### src/rtl/spike_event_fifo_if.sv
// Event-stream bundle between the delta comparator, the spike event FIFO and the
// output serializer. The master modport is the environment side; the slave modport is the FIFO.
interface spike_event_fifo_if #(
  parameter int TS_WIDTH = 6,
  parameter int DEPTH    = 4
);
  localparam int CW = $clog2(DEPTH) + 1;

  logic                sample_valid;
  logic [1:0]          spike;
  logic                ev_valid;
  logic                ev_ready;
  logic [TS_WIDTH:0]   ev_data;
  logic [CW-1:0]       count;
  logic                overflow;
  logic                illegal;
  logic                clr_flags;

  modport master (
    output sample_valid, spike, ev_ready, clr_flags,
    input  ev_valid, ev_data, count, overflow, illegal
  );

  modport slave (
    input  sample_valid, spike, ev_ready, clr_flags,
    output ev_valid, ev_data, count, overflow, illegal
  );
endinterface

### src/rtl/spike_event_fifo.sv
// Timestamps ON/OFF spike codes with a wrapping sample index and buffers them in a
// small registered-output FIFO drained over valid/ready, with sticky overflow/illegal flags.
module spike_event_fifo #(
  parameter int TS_WIDTH = 6,
  parameter int DEPTH    = 4
) (
  input  logic               clk,
  input  logic               rst_n,
  spike_event_fifo_if.slave  bus
);
  localparam int PW = $clog2(DEPTH);
  localparam int CW = PW + 1;
  localparam int EW = TS_WIDTH + 1;

  typedef enum logic [1:0] {
    SPK_NONE = 2'b00,
    SPK_ON   = 2'b01,
    SPK_BAD  = 2'b10,
    SPK_OFF  = 2'b11
  } spike_e;

  logic [EW-1:0]       mem_q [DEPTH];
  logic [TS_WIDTH-1:0] ts_q, ts_d;
  logic [PW-1:0]       wr_ptr_q, wr_ptr_d;
  logic [PW-1:0]       rd_ptr_q, rd_ptr_d;
  logic [CW-1:0]       count_q, count_d;
  logic                ev_valid_q, ev_valid_d;
  logic [EW-1:0]       ev_data_q, ev_data_d;
  logic                overflow_q, overflow_d;
  logic                illegal_q, illegal_d;

  spike_e        code;
  logic          full, pop, push_req, push_ok, bad_code;
  logic [EW-1:0] push_word;

  // NOTE: every signal gets a value before any branch, so no latch can be inferred.
  always_comb begin
    code       = spike_e'(bus.spike);
    full       = (count_q == CW'(DEPTH));
    pop        = ev_valid_q && bus.ev_ready;
    push_req   = bus.sample_valid && ((code == SPK_ON) || (code == SPK_OFF));
    bad_code   = bus.sample_valid && (code == SPK_BAD);
    push_ok    = push_req && (!full || pop);
    push_word  = {code == SPK_OFF, ts_q};

    ts_d       = bus.sample_valid ? ts_q + TS_WIDTH'(1) : ts_q;
    wr_ptr_d   = push_ok ? wr_ptr_q + PW'(1) : wr_ptr_q;
    rd_ptr_d   = pop ? rd_ptr_q + PW'(1) : rd_ptr_q;
    count_d    = count_q + CW'(push_ok) - CW'(pop);

    // The new head is the word being written only when nothing older survives this cycle.
    ev_valid_d = (count_d != '0);
    ev_data_d  = '0;
    if (ev_valid_d) begin
      if (push_ok && ((count_q - CW'(pop)) == '0)) ev_data_d = push_word;
      else                                         ev_data_d = mem_q[rd_ptr_d];
    end

    overflow_d = (push_req && full && !pop) || (overflow_q && !bus.clr_flags);
    illegal_d  = bad_code || (illegal_q && !bus.clr_flags);
  end

  // NOTE: state registers use non-blocking assignments so every flop samples pre-edge values.
  always_ff @(posedge clk or negedge rst_n) begin
    if (!rst_n) begin
      ts_q       <= '0;
      wr_ptr_q   <= '0;
      rd_ptr_q   <= '0;
      count_q    <= '0;
      ev_valid_q <= 1'b0;
      ev_data_q  <= '0;
      overflow_q <= 1'b0;
      illegal_q  <= 1'b0;
    end else begin
      ts_q       <= ts_d;
      wr_ptr_q   <= wr_ptr_d;
      rd_ptr_q   <= rd_ptr_d;
      count_q    <= count_d;
      ev_valid_q <= ev_valid_d;
      ev_data_q  <= ev_data_d;
      overflow_q <= overflow_d;
      illegal_q  <= illegal_d;
    end
  end

  // NOTE: storage is not reset; count and ev_valid guarantee stale entries are never visible.
  always_ff @(posedge clk) begin
    if (push_ok) mem_q[wr_ptr_q] <= push_word;
  end

  assign bus.ev_valid = ev_valid_q;
  assign bus.ev_data  = ev_data_q;
  assign bus.count    = count_q;
  assign bus.overflow = overflow_q;
  assign bus.illegal  = illegal_q;
endmodule

### src/flat_wrapper.sv
// flat-port wrapper written by rule: the top's interface ports become plain ports
module spike_event_fifo_flat 
#(
  parameter int TS_WIDTH = 6,
  parameter int DEPTH    = 4
)
  (clk, rst_n, bus_sample_valid, bus_spike, bus_ev_ready, bus_clr_flags, bus_ev_valid, bus_ev_data, bus_count, bus_overflow, bus_illegal);
  spike_event_fifo_if #(.TS_WIDTH(TS_WIDTH), .DEPTH(DEPTH)) bus_i ();
  input  logic clk;
  input  logic rst_n;
  input wire logic [$bits(bus_i.sample_valid)-1:0] bus_sample_valid;
  input wire logic [$bits(bus_i.spike)-1:0] bus_spike;
  input wire logic [$bits(bus_i.ev_ready)-1:0] bus_ev_ready;
  input wire logic [$bits(bus_i.clr_flags)-1:0] bus_clr_flags;
  output wire logic [$bits(bus_i.ev_valid)-1:0] bus_ev_valid;
  output wire logic [$bits(bus_i.ev_data)-1:0] bus_ev_data;
  output wire logic [$bits(bus_i.count)-1:0] bus_count;
  output wire logic [$bits(bus_i.overflow)-1:0] bus_overflow;
  output wire logic [$bits(bus_i.illegal)-1:0] bus_illegal;
  assign bus_i.sample_valid = bus_sample_valid;
  assign bus_i.spike = bus_spike;
  assign bus_i.ev_ready = bus_ev_ready;
  assign bus_i.clr_flags = bus_clr_flags;
  assign bus_ev_valid = bus_i.ev_valid;
  assign bus_ev_data = bus_i.ev_data;
  assign bus_count = bus_i.count;
  assign bus_overflow = bus_i.overflow;
  assign bus_illegal = bus_i.illegal;
  spike_event_fifo #(.TS_WIDTH(TS_WIDTH), .DEPTH(DEPTH)) u_core (.clk(clk), .rst_n(rst_n), .bus(bus_i));
endmodule
### config.mk
export PLATFORM = sky130hd
export DESIGN_NAME = spike_event_fifo_flat
export DESIGN_NICKNAME = d
export VERILOG_FILES = /design/src/rtl/spike_event_fifo_if.sv /design/src/rtl/spike_event_fifo.sv /design/src/flat_wrapper.sv
export SDC_FILE = /design/constraint.sdc
export NUM_CORES = 1
export LEC_CHECK = 0
export CORE_MARGIN = 3
export CORE_UTILIZATION = 57
export CTS_CLUSTER_SIZE = 10
export DETAILED_ROUTE_END_ITERATION = 10
export HOLD_SLACK_MARGIN = 0.02
export PLACE_DENSITY_LB_ADDON = 0.25
export SLEW_MARGIN = 20
export SYNTH_ARGS = -nofsm -noshare
export SYNTH_HDL_FRONTEND = slang
export SYNTH_SLANG_ARGS = --single-unit
### constraint.sdc
create_clock -name clk -period 3.2 [get_ports clk]
set_input_delay 0.48 -clock clk [delete_from_list [all_inputs] [get_ports clk]]
set_output_delay 0.48 -clock clk [all_outputs]
set_load 0.01 [all_outputs]
==> flow_summary.ini, run 1 <==
[outcome]
status = finished clean

[sta]
min_period_ns = 2.77
setup_slack_ns = 0.429
finalClockSkew_ns = 0.00454
drv_slew = 0
setup_tns_ns = 0
finalHoldViolCount = 0
relSlewSlack_pct = 44.5
fmax_mhz = 361
setup_viol = 0
rsz0062_at_grt = no
period_share_pct = 86.6
worstMarginPinSlew_ns = 0.832

[grt]
track_usage_pct = 20.7
antenna_found_initial = 0
overflow = 0
grt_pass1_wl_microns = 7890
grt_max_degree = 31
grt_pass1_vias = 1626

[worst_setup_path]
cp_data_required_time_ns = 3.39
cp-start-kind = input pin
worstPathMaxFanout = 7
crit_type = input pin to flip-flop
path_delay_family = adder cells
worstPathCellList = clkdlybuf4s50_1, nand2_2, inv_1, ha_1, inv_1, ha_1, fa_1, xnor3_1, nor3_2, a41oi_2, a32o_1
slowest_delay_ns = 0.46
path_buf_inv = 3
cp_data_arrival_time_ns = 2.96
endpoint_kind = flip-flop
cp_slowest_cell = clkdlybuf4s50_1

[routing]
ant_nets = 0
vias_per_cell = 6.23
routed_wl_microns = 4680
dr.pass1.iters = 4
drc_errors = 0
vias = 1538
drtIter0Drc = 94
wl_per_cell_microns = 18.9

[logic_synthesis]
yosys_warnings = 0
syn_nets = 193
avgSynthCellArea_sq_um = 13.4
yosys.area.top_type = edfxtp_1
synthXorXnorAreaFrac_pct = 4.33
ys_types = 32
synthCells = 175
ys_ff_latch = 51
yosysTopAreaCellShare_pct = 36.0
synth_top_family_by_area = compound AO/OA/AOI/OAI gates
synthAdderAreaFrac_pct = 6.21
synthSimpleGateAreaFrac_pct = 9.42
ys_seq_area_share_pct = 60.6
synth.area.mux_share_pct = 3.85
synth_compound_area_share_pct = 12.6
synth.cell_area_sq_um = 2340
ys_top_cells_by_area = edfxtp_1 36%, dfrtp_1 25%, ha_1 5.4%

[floorplan]
core-area_sq_um = 3800
ios = 20
die_h_microns = 70.1
die-area_sq_um = 4910
die_w_microns = 70.1
std_cell_rows = 22
start_util_pct = 61.6

[place]
dp_cells = 239
place_hpwl_microns = 3280
io_buffer_count = 19
place_congestion = 0.876
post-place-ws_ns = 0.127

[clock_tree]
cts_sinks = 51
cts.path.max_buffers = 2
h-tree-depth = 2
clk_latency_ns = 0.30
cts_made_buffers = 5
hold_buffers = 0
cts_root_buf = clkbuf_8
post_cts_resized = 0
cts_tree = done
path_clk_slew_ns = 0.08
postCtsSetupRepairBufs = 0

[final_layout]
final_cell_mix = 28 x edfxtp_1, 23 x dfrtp_1, 19 x clkdlybuf4s50_1, 14 x o21ai_0
stdcell_count = 247
mostFrequentLayoutCell = edfxtp_1
area_growth_syn_to_layout_pct = 14.5
num_antenna_cells = 0
drive_above_1_share_pct = 12.1
nets = 216
fill_cells = 259

[power]
totalPowerFinal_mw = 2.47
power.density_nw_per_um2 = 924
peakVddDrop_mv = 0.612
p_leak_nw = 0.985

[min_path]
hp-class = input pin to asynchronous set/reset pin

[flow_run]
drv_cap = 0
[metal layers]
metal	vias up	global-route usage [%]	routed length [microns]	part of all wire [%]
li1	702	-	-	-
met1	772	26.1	1900	41
met2	54	34.6	2440	52
met3	10	4.46	258	5.5
met4	0	8.72	81	1.7
met5	-	0	0	0
[synthesized netlist by cell type]
cell type  instances
clkbuf_1           5
inv_1             10
a32o_1             7
nand2_1            6
nand4_1            2
xnor3_1            1
and2_1             5
a31oi_2            1
nor3b_1            7
nor3_2             1
buf_2              2
xnor2_1            7
edfxtp_1          28
o31ai_1            1
nand2_2            1
o221ai_1           7
nand2b_1           1
a21o_1             1
nor3_1             6
o21ai_0           14
o22ai_1            8
dfrtp_1           23
fa_1               1
mux2_2             8
a41oi_2            1
nand3_1            2
nand3b_1           2
nor3b_2            1
ha_1              10
nor2_1             3
buf_1              1
xor2_1             2
[logic make-up after synthesis]
logic type,after synthesis
xor+xnor,10
buf+inv,18
compound gates,40
mux,8
fa+ha+maj,11
flops,51
simple gates,37
[per-stage QoR]
stage	hold slack, ns	cell area, sq um	utilization, %
2_1_floorplan	0.184	2340	-
3_3_place_gp	0.515	2590	68.3
3_5_place_dp	0.544	2590	68.3
4_1_cts	0.553	2680	70.5
5_1_grt	0.558	2680	70.5
6_report	0.538	2680	70.5
[worst register-to-register path, stage by stage (launching register included)]
cell	delay (ns)
dfrtp_1	0.42
nand2_2	0.12
inv_1	0.09
ha_1	0.28
inv_1	0.04
ha_1	0.18
fa_1	0.38
xnor3_1	0.22
nor3_2	0.24
a41oi_2	0.14
a32o_1	0.31
[worst paths after layout]
kind	end	start	depth (start not counted)	slack (ns)
max in group asynchronous	u_core.ts_q[2]	rst_n	2	2.42
setup / recovery	u_core.bus.ev_data[5]	bus_ev_ready	11	0.43
hold / removal	u_core.rd_ptr_q[0]	rst_n	2	0.54
hold reg to reg	u_core.bus.illegal	u_core.bus.illegal	2	0.56
min in group clk	u_core.bus.illegal	u_core.bus.illegal	2	0.56
setup reg to reg	u_core.bus.ev_data[5]	u_core.bus.ev_valid	10	0.66
[power breakdown]
part | total (mW) | internal, mW | switching (mW) | leakage (nW)
Clock | 0.346 | 0.149 | 0.198 | 0.0392
Combinational | 0.943 | 0.503 | 0.440 | 0.414
Sequential | 1.18 | 0.931 | 0.254 | 0.531
[state kept, by name, summed over array words and instances (netlist names)]
register             cells
u_core.bus.illegal       1
u_core.wr_ptr_q          2
u_core.ts_q              6
u_core.bus.count         3
u_core.bus.ev_valid      1
u_core.bus.ev_data       7
u_core.mem_q            28
u_core.bus.overflow      1
u_core.rd_ptr_q          2
[final cells by class]
cell class	instances	area, sq um	area share [%]
clock buffer	5	68.8	2.57
clock inverter	3	15.0	0.561
inverter	10	37.5	1.40
multi-input combinational	106	852	31.8
sequential	51	1420	52.9
tap	48	60.1	2.24
timing repair buffer	24	228	8.50
(Power assumes the default switching activity.)
==> run 2, diff against run 1 <==
Settings changed: CORE_MARGIN 3 to unset, SETUP_SLACK_MARGIN set to 0.02.
==> flow_summary.ini, run 2 (synthesis gave the netlist of run 1 again) <==
[outcome]
status = finished clean

[worst_setup_path]
cp_data_required_time_ns = 3.40
cp-start-kind = input pin
worstPathCellList = clkdlybuf4s50_1, nand2_2, inv_1, ha_1, inv_1, ha_1, fa_1, xnor3_1, nor3_2, a41oi_2, a32o_1
slowest_delay_ns = 0.46
path_delay_family = adder cells
cp_data_arrival_time_ns = 2.95
worstPathMaxFanout = 7
crit_type = input pin to flip-flop
cp_slowest_cell = clkdlybuf4s50_1
endpoint_kind = flip-flop
path_buf_inv = 3

[routing]
drc_errors = 0
wl_per_cell_microns = 18.0
dr.pass1.iters = 4
vias = 1509
routed_wl_microns = 4450
vias_per_cell = 6.11
drtIter0Drc = 71
ant_nets = 0

[flow_run]
drv_cap = 0

[sta]
min_period_ns = 2.75
rsz0062_at_grt = no
fin_hold_ws_ns = 0.529
finalHoldViolCount = 0
period_share_pct = 85.9
relSlewSlack_pct = 44.8
finalClockSkew_ns = 0.00642
fmax_mhz = 364
setup_viol = 0
drv_slew = 0
setup_tns_ns = 0
worstMarginPinSlew_ns = 0.828

[grt]
grt_use_met2_pct = 41.7
grt_use_met3_pct = 6.90
grt_pass1_wl_microns = 7270
track_usage_pct = 24.0
antenna_found_initial = 0
top_usage_layer = met2
grt_max_degree = 31
gr-usage-met1_pct = 28.4
overflow = 0
grt_pass1_vias = 1532

[floorplan]
die_h_microns = 66.1
die-area_sq_um = 4360
core-area_sq_um = 3800
ios = 20
start_util_pct = 61.6
die_w_microns = 66.1
std_cell_rows = 22

[clock_tree]
clk_latency_ns = 0.30
path_clk_slew_ns = 0.09
postCtsSetupRepairBufs = 0
post_cts_resized = 0
cts.path.max_buffers = 2
cts_made_buffers = 5
cts_sinks = 51
hold_buffers = 0
cts_root_buf = clkbuf_8
h-tree-depth = 2
cts_tree = done

[final_layout]
area_growth_syn_to_layout_pct = 15.7
num_antenna_cells = 0
drive_above_1_share_pct = 13.1
mostFrequentLayoutCell = edfxtp_1
largest_reg_flops = 28
largest-register = u_core.mem_q
nets = 216
final_cell_mix = 28 x edfxtp_1, 23 x dfrtp_1, 19 x clkdlybuf4s50_1, 14 x o21ai_0

[power]
power.density_nw_per_um2 = 943
p_leak_nw = 1.00
peakVddDrop_mv = 0.533
totalPowerFinal_mw = 2.55

[place]
place_congestion = 0.792
io_buffer_count = 19
place_hpwl_microns = 3100

[min_path]
hp-class = input pin to asynchronous set/reset pin
[run 2: changes by cell type in the layout (fill, tap and decap cells not counted), sizes merged]
cell,before,now
clkinvlp,1,0
bufinv,0,1
[run 2: path summary, 6_finish.rpt]
path	cells past startpoint	from	slack, ns	endpoint
max in group asynchronous	2	rst_n	2.42	u_core.bus.overflow
min in group clk	2	u_core.bus.overflow	0.56	u_core.bus.overflow
min reg2reg	2	u_core.bus.overflow	0.56	u_core.bus.overflow
min	2	rst_n	0.53	u_core.rd_ptr_q[0]
max	11	bus_ev_ready	0.45	u_core.bus.ev_data[5]
max reg2reg	10	u_core.bus.ev_valid	0.66	u_core.bus.ev_data[5]
[run 2: area by class of cell]
type	count	area, sq um
Multi-Input combinational cell	106	852
Clock buffer	5	68.8
Timing Repair Buffer	24	228
Fill cell	250	1090
Sequential cell	51	1420
Clock inverter	3	43.8
Inverter	10	37.5
Tap cell	48	60.1
[run 2: where the power goes]
group | leakage [nW] | switching (mW) | internal, mW | total [mW]
combinational | 0.414 | 0.435 | 0.503 | 0.939
sequential | 0.531 | 0.243 | 0.930 | 1.17
clock | 0.0581 | 0.206 | 0.233 | 0.439
total | 1.00 | 0.885 | 1.67 | 2.55
[run 2: through the flow]
step / std cells / util (%) / worst slack, ns / cell area [sq um]
after floorplan: 175 / - / 0.451 / 2340
after global placement: 239 / 68.3 / 0.229 / 2590
after detailed placement: 239 / 68.3 / 0.135 / 2590
after CTS: 247 / 71.2 / 0.459 / 2710
after global routing: 247 / 71.2 / 0.313 / 2710
final: 247 / 71.2 / 0.451 / 2710
[run 2: metal layers]
| layer | vias up | wire [microns] |
|---|---|---|
| met3 | 2 | 240 |
| met1 | 755 | 1870 |
| met4 | 0 | 21 |
| li1 | 703 | - |
| met5 | - | 0 |
| met2 | 49 | 2320 |
